[src/rtl/stream_arb_pkg.sv]
// Shared types and helpers for the stream round-robin arbiter.
package stream_arb_pkg;

  typedef enum logic {
    ST_IDLE   = 1'b0,
    ST_LOCKED = 1'b1
  } arb_state_t;

  // Index width for an N-entry requester set; never narrower than one bit.
  function automatic int idx_width(input int n);
    return (n > 1) ? $clog2(n) : 1;
  endfunction

endpackage

[src/rtl/stream_rr_arbiter_rr_pick.sv]
// Combinational round-robin search: first set request at or after ptr, wrapping.
module rr_pick
  import stream_arb_pkg::*;
#(
  parameter int N_REQ = 4,
  parameter int IDX_W = idx_width(N_REQ)
) (
  input  logic [N_REQ-1:0] req,
  input  logic [IDX_W-1:0] ptr,
  output logic [IDX_W-1:0] idx,
  output logic             found
);

  logic [IDX_W:0] w_pos;

  always_comb begin
    // NOTE: every output gets a default before the loop so no path leaves a latch.
    idx   = '0;
    found = 1'b0;
    w_pos = '0;
    // NOTE: blocking assignments here so each iteration sees 'found' from the previous one.
    for (int i = 0; i < N_REQ; i++) begin
      w_pos = {1'b0, ptr} + (IDX_W+1)'(i);
      if (w_pos >= (IDX_W+1)'(N_REQ)) w_pos = w_pos - (IDX_W+1)'(N_REQ);
      if (!found && req[w_pos[IDX_W-1:0]]) begin
        found = 1'b1;
        idx   = w_pos[IDX_W-1:0];
      end
    end
  end

endmodule

[src/rtl/stream_rr_arbiter.sv]
// Burst-locked round-robin arbiter merging N_REQ valid/ready streams into one
// registered output stream; the lock is released on the accepted last beat.
module stream_rr_arbiter
  import stream_arb_pkg::*;
#(
  parameter int DATA_LENGHT = 16,
  parameter int N_REQ       = 4
) (
  input  logic                         clk,
  input  logic                         rst_n,
  input  logic [N_REQ-1:0]             cfg_en,
  input  logic [N_REQ-1:0]             i_valid,
  output logic [N_REQ-1:0]             i_ready,
  input  logic [N_REQ*DATA_LENGHT-1:0] i_data,
  input  logic [N_REQ-1:0]             i_last,
  output logic                         o_valid,
  input  logic                         o_ready,
  output logic [DATA_LENGHT-1:0]       o_data,
  output logic                         o_last,
  output logic [$clog2(N_REQ)-1:0]     o_src
);

  localparam int IDX_W = idx_width(N_REQ);

  arb_state_t       r_state;
  logic [IDX_W-1:0] r_ptr;
  logic [IDX_W-1:0] r_grant;

  logic [IDX_W-1:0]       w_pick;
  logic                   w_found;
  logic                   w_out_free;
  logic                   w_accept;
  logic [DATA_LENGHT-1:0] w_beat_data;
  logic                   w_beat_last;
  logic [IDX_W-1:0]       w_next_ptr;

  rr_pick #(
    .N_REQ (N_REQ),
    .IDX_W (IDX_W)
  ) u_rr_pick (
    .req   (i_valid & cfg_en),
    .ptr   (r_ptr),
    .idx   (w_pick),
    .found (w_found)
  );

  // The output register can take a new beat when empty or draining this cycle.
  assign w_out_free  = !o_valid || o_ready;
  assign w_beat_data = i_data[int'(r_grant)*DATA_LENGHT +: DATA_LENGHT];
  assign w_beat_last = i_last[r_grant];
  assign w_accept    = (r_state == ST_LOCKED) && i_valid[r_grant] && w_out_free;
  assign w_next_ptr  = (r_grant == IDX_W'(N_REQ - 1)) ? '0 : r_grant + 1'b1;

  always_comb begin
    i_ready = '0;
    if (r_state == ST_LOCKED) i_ready[r_grant] = w_out_free;
  end

  always_ff @(posedge clk) begin
    // NOTE: synchronous reset clears every register, including the data path, so a
    // discarded beat never leaks out after reset.
    if (!rst_n) begin
      r_state <= ST_IDLE;
      r_ptr   <= '0;
      r_grant <= '0;
      o_valid <= 1'b0;
      o_data  <= '0;
      o_last  <= 1'b0;
      o_src   <= '0;
    end else begin
      case (r_state)
        ST_IDLE: begin
          if (w_found) begin
            r_grant <= w_pick;
            r_state <= ST_LOCKED;
          end
        end
        ST_LOCKED: begin
          if (w_accept && w_beat_last) begin
            r_state <= ST_IDLE;
            r_ptr   <= w_next_ptr;
          end
        end
        default: r_state <= ST_IDLE;
      endcase

      if (w_accept) begin
        o_valid <= 1'b1;
        o_data  <= w_beat_data;
        o_last  <= w_beat_last;
        o_src   <= r_grant;
      end else if (o_ready) begin
        o_valid <= 1'b0;
      end
    end
  end

endmodule

[config.mk]
export PLATFORM = sky130hd
export DESIGN_NAME = stream_rr_arbiter
export DESIGN_NICKNAME = d
export VERILOG_FILES = /design/src/rtl/stream_arb_pkg.sv /design/src/rtl/stream_rr_arbiter_rr_pick.sv /design/src/rtl/stream_rr_arbiter.sv
export SDC_FILE = /design/constraint.sdc
export NUM_CORES = 1
export LEC_CHECK = 0
export CAP_MARGIN = 30
export CORE_UTILIZATION = 40
export CTS_BUF_LIST = sky130_fd_sc_hd__clkbuf_16
export CTS_CLUSTER_DIAMETER = 120
export DETAILED_ROUTE_END_ITERATION = 8
export PLACE_DENSITY_LB_ADDON = 0.1
export SETUP_SLACK_MARGIN = 0.15
export SLEW_MARGIN = 0
export SYNTH_ARGS = -nofsm -noshare
export SYNTH_HDL_FRONTEND = slang
export SYNTH_HIERARCHICAL = 1
export SYNTH_SLANG_ARGS = --single-unit
export TNS_END_PERCENT = 5
[constraint.sdc]
create_clock -name clk -period 4.8 [get_ports clk]
set_input_delay 0.72 -clock clk [delete_from_list [all_inputs] [get_ports clk]]
set_output_delay 0.72 -clock clk [all_outputs]
set_load 0.02 [all_outputs]
### Yosys cells after proc, flatten, opt, wreduce, memory -nomap -nowiden

Cells that the tools add are included.

| word-level totals | value |
|---|---|
| register bits after elaboration | 25 |
| input port bits | 79 |

| operators by class | value |
|---|---|
| $add $sub $neg | 8 |
| $lt $le $gt $ge | 10 |
| eq/ne operators | 1 |
| shift operators | 1 |
| multiplexer cells | 33 |
| bitwise gates (word level) | 3 |
| reductions and logical operators | 15 |

Operator list:

| cell | count |
|---|---|
| 64-bit by 7-bit variable part select with 16-bit output | 1 |
| 2-bit 2-to-1 mux | 9 |
| 2-bit by 3-bit < comparator with 1-bit output, second input constant | 5 |
| 1-bit 2-to-1 mux | 15 |
| 1-bit binary-select mux with 2-bit select | 6 |
| 3-bit greater-or-equal comparator, second input constant | 3 |
| 4-bit bitwise AND | 2 |
| 2-bit by 1-bit subtractor with 2-bit output, second input constant | 4 |
| 1-bit logical AND | 7 |
| 2-bit by 2-bit adder with 3-bit output, second input constant | 2 |
| 1-bit logical NOT | 4 |
| 4-bit 2-to-1 mux | 1 |
| 2-bit AND reduction | 2 |
| 2-bit by 1-bit adder with 3-bit output, second input constant | 1 |
| 2-bit by 3-bit greater-or-equal comparator with 1-bit output, second input constant | 1 |
| 2-bit by 1-bit adder with 2-bit output, second input constant | 1 |
| 1-bit demux with 2-bit select | 1 |
| 2-bit equality test, second input constant | 1 |
| 2-bit by 1-bit greater-or-equal comparator with 1-bit output, second input constant | 1 |
| 1-bit case mux with 2 select lines | 1 |
| 2-bit nonzero test | 1 |
| 1-bit logical OR | 1 |
| 1-bit inverter | 1 |

### Longest topological paths before layout

Gate-level depths: netlist (run 1).

| logic depth | value |
|---|---|
| word-level depth | 16 |
| depth in mapped cells | 7 |

### Modules after synthesis

The synthesis (run 1) kept the hierarchy.

By module, submodules not included:

| module | instances | cells an instance | area each (sq um) | sequential area each (sq um) |
|---|---|---|---|---|
| stream_rr_arbiter | 1 | 151 | 1,599.0 | 500.5 |
| rr_pick | 1 | 15 | 77.6 | 0.0 |

### Worst setup path after synthesis (run 1)

Ideal clock, no wire load.

| path | value |
|---|---|
| path kind | register to output |
| from | reg r_grant[0] |
| to | out i_ready[2] |
| arrival | 1.356 ns |
| required time | 4.080 ns |
| path slack | 2.724 ns |
| stages on the path, launching flop included | 6 |
| path through | dfxtp_1 > buf_4 > buf_4 > inv_1 > ha_1 > and3_1 |

| between the ends | value |
|---|---|
| cells in the longest elaborated chain, start to end | 6 |
| elaborated cells between the ends (all ways) | 7 |
| classes of those cells | order compare (2); mux (3); bitwise (1); reduce/logical (1) |

RTL lines:

| element | RTL line | source |
|---|---|---|
| start: declaration | stream_rr_arbiter.sv:27 | `logic [IDX_W-1:0] r_grant;` |
| start signal: assignment | stream_rr_arbiter.sv:74 | `r_grant <= w_pick;` |
| 2-bit by 3-bit < comparator with 1-bit output (implied by the code) / 2-bit by 1-bit greater-or-equal comparator with 1-bit output (equally long branches) | stream_rr_arbiter.sv:56 | `if (r_state == ST_LOCKED) i_ready[r_grant] = w_out_free;` |
| 1-bit logical AND (implied by the code) | stream_rr_arbiter.sv:56 |  |
| 1-bit 2-to-1 mux (implied by the code) | stream_rr_arbiter.sv:56 |  |
| 1-bit demux with 2-bit select * | stream_rr_arbiter.sv:56 |  |
| 4-bit bitwise AND (no line) * | -- |  |
| 4-bit 2-to-1 mux * | stream_rr_arbiter.sv:56 |  |
| end: declaration | stream_rr_arbiter.sv:13 | `output logic [N_REQ-1:0] i_ready,` |

Mark *: on every way between the ends. The rest lies on a longest branch, timed or not.

### Worst setup path in the final report (run 1)

| path | value |
|---|---|
| from | reg r_grant[0] |
| to | out i_ready[3] |

Same word-level chain as after synthesis.

==> flow_summary.ini, run 1 <==
[grt]
grt_pass1_vias = 1446
track_usage = 0.1914
grt_max_degree = 28
grt_overflow = 0
grt_pass1_wl_um = 6417
antenna_found_initial = 0

[status]
outcome = completed

[timing]
slew_viol_final = 0
finalCritPeriodShare = 0.6344
timing.final.crit_period_ps = 3045
skew_ps = 3.227
finalSetupViolCount = 0
fmax_mhz = 328.4
fin_hold_ws_ps = 462.4
worstMarginPinSlew_ps = 771.4
slew_headroom = 0.4841
tns_ps = 0
hold_violations = 0
rsz0062_at_grt = no

[finish]
syn_to_final_growth_pct = 65.52
layout-drive-gt1-share = 0.1870
finish.instance_area_um2 = 2775
nets = 346
diodes = 0
fillers = 321

[placed_design]
io_buffer_count = 102
hpwlAfterDp_um = 3328
placed_cell_area_um2 = 2693
place.gp.congestion = 0.9026

[setup_path]
worstRegToRegCells = 5
path_buf_inv = 2
crit_fanout = 12
slowest_delay_ps = 760
worstPathCellList = buf_4, ha_1, and3_1, clkdlybuf4s50_1
cp.required_ps = 4080
cp.depth = 4
crit_family = buffers and inverters
cp-end-kind = output port
crit_type = register to output port
critical_path_arrival_ps = 2320
worstSetupStartpointType = register
crit_slowest_cell = dfxtp_1

[detailed_routing]
vias = 1570
firstDrtPassIters = 4
drt_iter0_markers = 45
ant_nets = 0
wirelength_um = 4190
drc = 0
viasPerCell = 5.032
wl_per_cell_um = 13.43

[logic_synthesis]
syn_inst = 166
yosys-top-cells-count = nand2_1, dfxtp_1, mux4_2, a21boi_2, nand2_2
synth_most_common_cell = nand2_1
ys_types = 32
netlist_top_cells_area = dfxtp_1, mux4_2, a21boi_2
yosysWarnings = 6
syn_nets = 249
synth-edff-count = 0
async_flop_share = 0
synth_seq_cells = 25
yosys.area.top_type = dfxtp_1
postSynthAreaPerCell_um2 = 10.10
ys_seq_area_frac = 0.2985
synth_ff_type = dfxtp_1
netlist.area_leader.share = 0.2985
netlist_area_um2 = 1677

[floorplan]
die_w_um = 66.74
fp-row-count = 23
start_util = 0.4191
ioPinCount = 103
die_h_um = 66.74
die_area_um2 = 4454
core_um2 = 4000

[hold_path]
hold_class = register to register
hold_path_depth = 2

[clock_tree]
cts_hold_buf = 0
clock_latency_ps = 250
clk_path_buf_depth = 2
cts_setup_buffers = 0
cts_buffers = 3
cts_resized = 0
cts_tree = done
cts_root_buf = clkbuf_16
numClockSinks = 25
h-tree-depth = 1
clk_pin_slew_ps = 60

[power_and_ir_drop]
leakagePower_uw = 0.0009613
max-vdd-ir-drop_mv = 0.2255
total_power_uw = 622.9
powerDensity_nw_per_um2 = 224.5

[run]
drv_cap = 0
## cell type report
type | count | area, um2 | area share
clock buffers | 3 | 75.07 | 0.02705
clock inverters | 1 | 7.507 | 0.002705
inverters | 7 | 26.28 | 0.009468
multi-input cells | 122 | 1067 | 0.3846
flip-flops and latches | 25 | 500.5 | 0.1803
well taps | 50 | 62.56 | 0.02254
repair buffers | 104 | 1036 | 0.3733
## registers in the layout, summed over array words and instances, names as in the netlist
name	count
r_grant	2
r_state	1
o_src	2
r_ptr	2
o_last	1
o_valid	1
o_data	16
## stage by stage
stage	utilization	std cells	worst slack, ps
global route	0.6938	312	1555
CTS	0.6938	312	1673
floorplan	-	166	2724
detailed placement	0.6731	308	1798
global placement	0.6731	308	1802
finish	0.6938	312	1755
## path summary, 6_finish.rpt
| path | startpoint | slack (ps) | endpoint |
|---|---|---|---|
| max | r_grant[0] | 1760 | i_ready[3] |
| min | o_data[14] | 460 | o_data[14] |
| max reg2reg | r_grant[0] | 2450 | o_data[1] |
| min reg2reg | o_data[14] | 460 | o_data[14] |
## worst register-to-register path, stage by stage, from the launching register on
cell and delay, ps:
dfxtp_1 760, buf_4 360, mux4_2 580, nand3_2 310, nand2_1 90, a21boi_0 170
## per-layer routing
metal  GRT usage  up-vias  wire length [um]
met3     0.03938        4               432
met4     0.04255        0                46
met5           0        -                 0
li1            -      782                 -
met1      0.2265      713              1733
met2      0.3497       71              1978
## power breakdown
| group | internal, uW | switching, uW | total (uW) | leakage (uW) |
|---|---|---|---|---|
| Sequential | 222 | 14.8 | 236 | 0.000204 |
| Combinational | 126 | 76.3 | 202 | 0.000720 |
| Clock | 113 | 71.2 | 184 | 0.0000371 |
| Total | 461 | 162 | 623 | 0.000961 |
## cell families (layout without fill, tap and decap cells)
logic type                 after synthesis  count (layout)  share of synthesized area
adders and majority gates                4               4                    0.02985
DFF                                     25              25                     0.2985
and+or+nand+nor                         64              64                     0.1925
muxes                                   20              20                     0.2545
AOI/OAI and AO/OA                       34              34                     0.1597
buffers and inverters                   19             115                    0.06491
## cell usage in the layout, fill, tap and decap left out, drive strengths merged
cell type,netlist,routed
nand2,39,39
mux4,18,18
o221ai,1,1
mux2,1,1
clkbuf,4,3
inv,7,7
nand2b,2,2
clkinvlp,0,1
a31o,1,1
nor2,5,5
a21oi,7,7
mux2i,1,1
and4,1,1
and2,4,4
a21boi,19,19
and3,5,5
clkdlybuf4s50,0,102
nor2b,4,4
a221o,1,1
o21ai,5,5
buf,8,2
dfxtp,25,25
ha,4,4
nand3,4,4
(Power assumes the default switching activity.)
==> inputs of run 2 (changes only) <==
CORE_UTILIZATION = 34   (was 40)
clock period = 2.7 ns   (was 4.8 ns; I/O delays follow)
==> flow_summary.ini, run 2 (synthesis results as in run 1) <==
[floorplan]
die_w_um = 72.22
die_area_um2 = 5216
core_um2 = 4723
ioPinCount = 103
start_util = 0.3550
fp-row-count = 25
die_h_um = 72.22

[detailed_routing]
vias = 1617
wirelength_um = 4457
viasPerCell = 4.870
drt_iter0_markers = 78
wl_per_cell_um = 13.42
ant_nets = 0
firstDrtPassIters = 4
drc = 0

[finish]
instances_no_fill = 332
syn_to_final_growth_pct = 68.13
fillers = 439
diodes = 0
nets = 349
layout-drive-gt1-share = 0.1962
regMostFlops = o_data
mostFrequentLayoutCells = clkdlybuf4s50_1, nand2_1, dfxtp_1
largest_reg_flops = 16
mostFrequentLayoutCell = clkdlybuf4s50_1

[hold_path]
hold_start = o_src[1]
hold_path_depth = 2
min_to = o_src[1]
hold_class = register to register

[power_and_ir_drop]
power.switching_uw = 296.7
max-vdd-ir-drop_mv = 0.3474
internal_power_uw = 822.4
p_comb_frac = 0.330
p_seq_frac = 0.371
leakagePower_uw = 0.0009762
powerDensity_nw_per_um2 = 397.0
switching_share = 0.2651
p_clk_frac = 0.299

[grt]
grt_overflow = 0
grt_pass1_wl_um = 7162
grt_max_degree = 28
track_usage = 0.1766
grt_pass1_vias = 1591
antenna_found_initial = 0

[clock_tree]
cts_buffers = 3
cts_resized = 0
clock_latency_ps = 260
h-tree-depth = 1
clk_path_buf_depth = 2
cts_tree = done
cts_setup_buffers = 0
clk_pin_slew_ps = 70
cts_root_buf = clkbuf_16
cts_hold_buf = 0
numClockSinks = 25

[setup_path]
crit_family = buffers and inverters
worstPathCellList = inv_1, ha_1, and3_1, clkdlybuf4s50_1
r2r-end = o_data[2]
crit_slowest_cell = dfxtp_1
crit_fanout = 11
slowest_delay_ps = 610
critical_path_arrival_ps = 1920
crit_type = register to output port
cp.required_ps = 2300
worstRegToRegCells = 5
path_buf_inv = 2
cp-end-kind = output port
worstSetupStartpointType = register
r2r_start = r_grant[0]
rrSetupSlack_ps = 810

[status]
outcome = completed

[timing]
finalSetupViolCount = 0
rsz0062_at_grt = no
slew_headroom = 0.4640
fmax_mhz = 429.6
worst_slack_ps = 372.0
worstMarginPinSlew_ps = 801.5
skew_ps = 2.366
timing.final.crit_period_ps = 2328
slew_viol_final = 0
hold_violations = 0
tns_ps = 0
finalCritPeriodShare = 0.8622

[placed_design]
hpwlAfterDp_um = 3546
io_buffer_count = 102
pre_cts_ws_ps = 453.7
place.gp.congestion = 0.9129
dp_cells = 328

[run]
drv_cap = 0
[run 2: changes by cell type in the layout (fill, tap and decap cells not counted)]
| cell | change |
|---|---|
| buf_4 | +3 |
[run 2: metal layers]
layer  global-route usage  vias to the layer above  wire length [um]
met3              0.05833                        4               427
li1                     -                      786                 -
met2               0.3292                       69              2235
met1               0.1920                      758              1753
met5                    0                        -                 0
met4              0.04139                        0                40
[run 2: worst max-delay path by stage]
| stage | start | endpoint | slack (ps) | cells past startpoint |
|---|---|---|---|---|
| finish | r_grant[1] | i_ready[1] | 370 | 4 |
| global route | r_grant[1] | i_ready[1] | 250 | 4 |
| CTS | r_grant[1] | i_ready[1] | 330 | 4 |
| detailed placement | o_ready | i_ready[1] | 450 | 4 |
| global placement | o_ready | i_ready[3] | 490 | 4 |
| floorplan | r_grant[0] | i_ready[2] | 940 | 5 |
[run 2: power groups by stage]
stage	logic, uW	clock network (uW)	registers, uW
floorplan	176	0	441
global placement	370	0	424
detailed placement	373	0	424
CTS	374	344	416
global route	400	355	419
finish	369	334	416
[run 2: area by class of cell]
type                    instances  area [um2]  area share
multi-input cells             122        1067      0.3786
repair buffers                107        1059      0.3755
flip-flops and latches         25       500.5      0.1775
well taps                      67       83.83     0.02974
clock buffers                   3       75.07     0.02663
inverters                       7       26.28    0.009321
clock inverters                 1       7.507    0.002663
[run 2: per-stage QoR]
stage	instance area (um2)	hold WS, ps	utilization	power [uW]
detailed placement	2736	446.4	0.5793	796.8
global placement	2736	440.4	0.5793	793.6
floorplan	1677	460.6	-	616.8
global route	2819	466.7	0.5968	1174
finish	2819	452.2	0.5968	1119
CTS	2819	455.8	0.5968	1135
[run 2: worst min-delay path: cells and delay by family, from the launching register on]
family           cells  cell delay [ps]
flip-flops           1              310
AND/OR/NAND/NOR      1               50
AO/OA/AOI/OAI        1               50
==> inputs of run 3 (changes only) <==
CAP_MARGIN = unset   (was 30)
RECOVER_POWER = 50   (was unset)
==> flow_summary.ini, run 3 (synthesis results as in run 1) <==
[placed_design]
hpwlAfterDp_um = 3546
pre_cts_ws_ps = 453.7
dp_cells = 328
io_buffer_count = 102
placed_cell_area_um2 = 2736
place.gp.congestion = 0.9129

[detailed_routing]
wirelength_um = 4450
drt_iter0_markers = 78
vias = 1616
wl_per_cell_um = 13.40
drc = 0
viasPerCell = 4.867
firstDrtPassIters = 4
ant_nets = 0

[setup_path]
crit_slowest_cell = dfxtp_1
crit_fanout = 11
path_buf_inv = 2
cp.required_ps = 2300
worstPathCellList = inv_1, ha_1, and3_1, clkdlybuf4s50_1
critical_path_arrival_ps = 1920
worstSetupStartpointType = register
crit_type = register to output port
slowest_delay_ps = 610
crit_family = buffers and inverters
cp-end-kind = output port

[grt]
grt_pass1_vias = 1591
antenna_found_initial = 0
grt_max_degree = 28
grt_overflow = 0
grt_pass1_wl_um = 7162
track_usage = 0.1766

[clock_tree]
cts_setup_buffers = 0
cts_hold_buf = 0
clk_path_buf_depth = 2
clock_latency_ps = 260
cts_tree = done
h-tree-depth = 1
cts_root_buf = clkbuf_16
cts_resized = 0
clk_pin_slew_ps = 70
numClockSinks = 25
cts_buffers = 3

[floorplan]
fp-row-count = 25
die_w_um = 72.22
die_area_um2 = 5216
die_h_um = 72.22
start_util = 0.3550
core_um2 = 4723
ioPinCount = 103

[timing]
worst_slack_ps = 371.7
timing.final.crit_period_ps = 2328
skew_ps = 2.771
hold_violations = 0
rsz0062_at_grt = no
worstMarginPinSlew_ps = 809.3
finalCritPeriodShare = 0.8623
slew_viol_final = 0
slew_headroom = 0.4587
tns_ps = 0
fmax_mhz = 429.5
finalSetupViolCount = 0

[power_and_ir_drop]
max-vdd-ir-drop_mv = 0.3438
powerDensity_nw_per_um2 = 393.6
leakagePower_uw = 0.001039

[run]
drv_cap = 0

[finish]
diodes = 0
finish.instance_area_um2 = 2819
largest_reg_flops = 16
instances_no_fill = 332
nets = 349
syn_to_final_growth_pct = 68.13
mostFrequentLayoutCell = clkdlybuf4s50_1
regMostFlops = o_data
layout-drive-gt1-share = 0.1962
mostFrequentLayoutCells = clkdlybuf4s50_1, nand2_1, dfxtp_1

[hold_path]
hold_class = register to register

[status]
outcome = completed
run 3: path summary, 6_finish.rpt:
check / startpoint / to / slack [ps] / depth (start not counted)
setup / recovery: r_grant[1] / i_ready[1] / 370 / 4
hold / removal: o_src[1] / o_src[1] / 450 / 2
setup reg to reg: r_grant[0] / o_data[2] / 810 / 5
hold reg to reg: o_src[1] / o_src[1] / 450 / 2
run 3: power breakdown:
group / internal (uW) / total (uW) / switching, uW
Clock: 201 / 333 / 132
Sequential: 394 / 415 / 21.0
Combinational: 220 / 361 / 142
run 3: through the flow:
step           utilization  power, uW  hold slack [ps]
5_1_grt             0.5968       1166            463.8
4_1_cts             0.5968       1135            455.8
3_5_place_dp        0.5793      796.8            446.4
3_3_place_gp        0.5793      793.6            440.4
2_1_floorplan            -      616.8            460.6
6_report            0.5968       1110            448.2
run 3: area by class of cell:
class                   count  area (um2)
clock inverters             1       7.507
fillers                   439        1904
clock buffers               3       75.07
inverters                   7       26.28
well taps                  67       83.83
multi-input cells         122        1067
flip-flops and latches     25       500.5
repair buffers            107        1059
run 3: tightest hold or removal path: cells and delay by family (launching register included):
kind | cells | cell delay [ps]
AO/OA/AOI/OAI | 1 | 50
AND/OR/NAND/NOR | 1 | 50
flip-flops | 1 | 310
run 3: per-layer routing:
metal  up-vias  routed length (um)  track usage
met3         4                 426      0.05833
li1        787                   -            -
met4         0                  44      0.04139
met2        69                2232       0.3292
met1       756                1747       0.1920
met5         -                   0            0
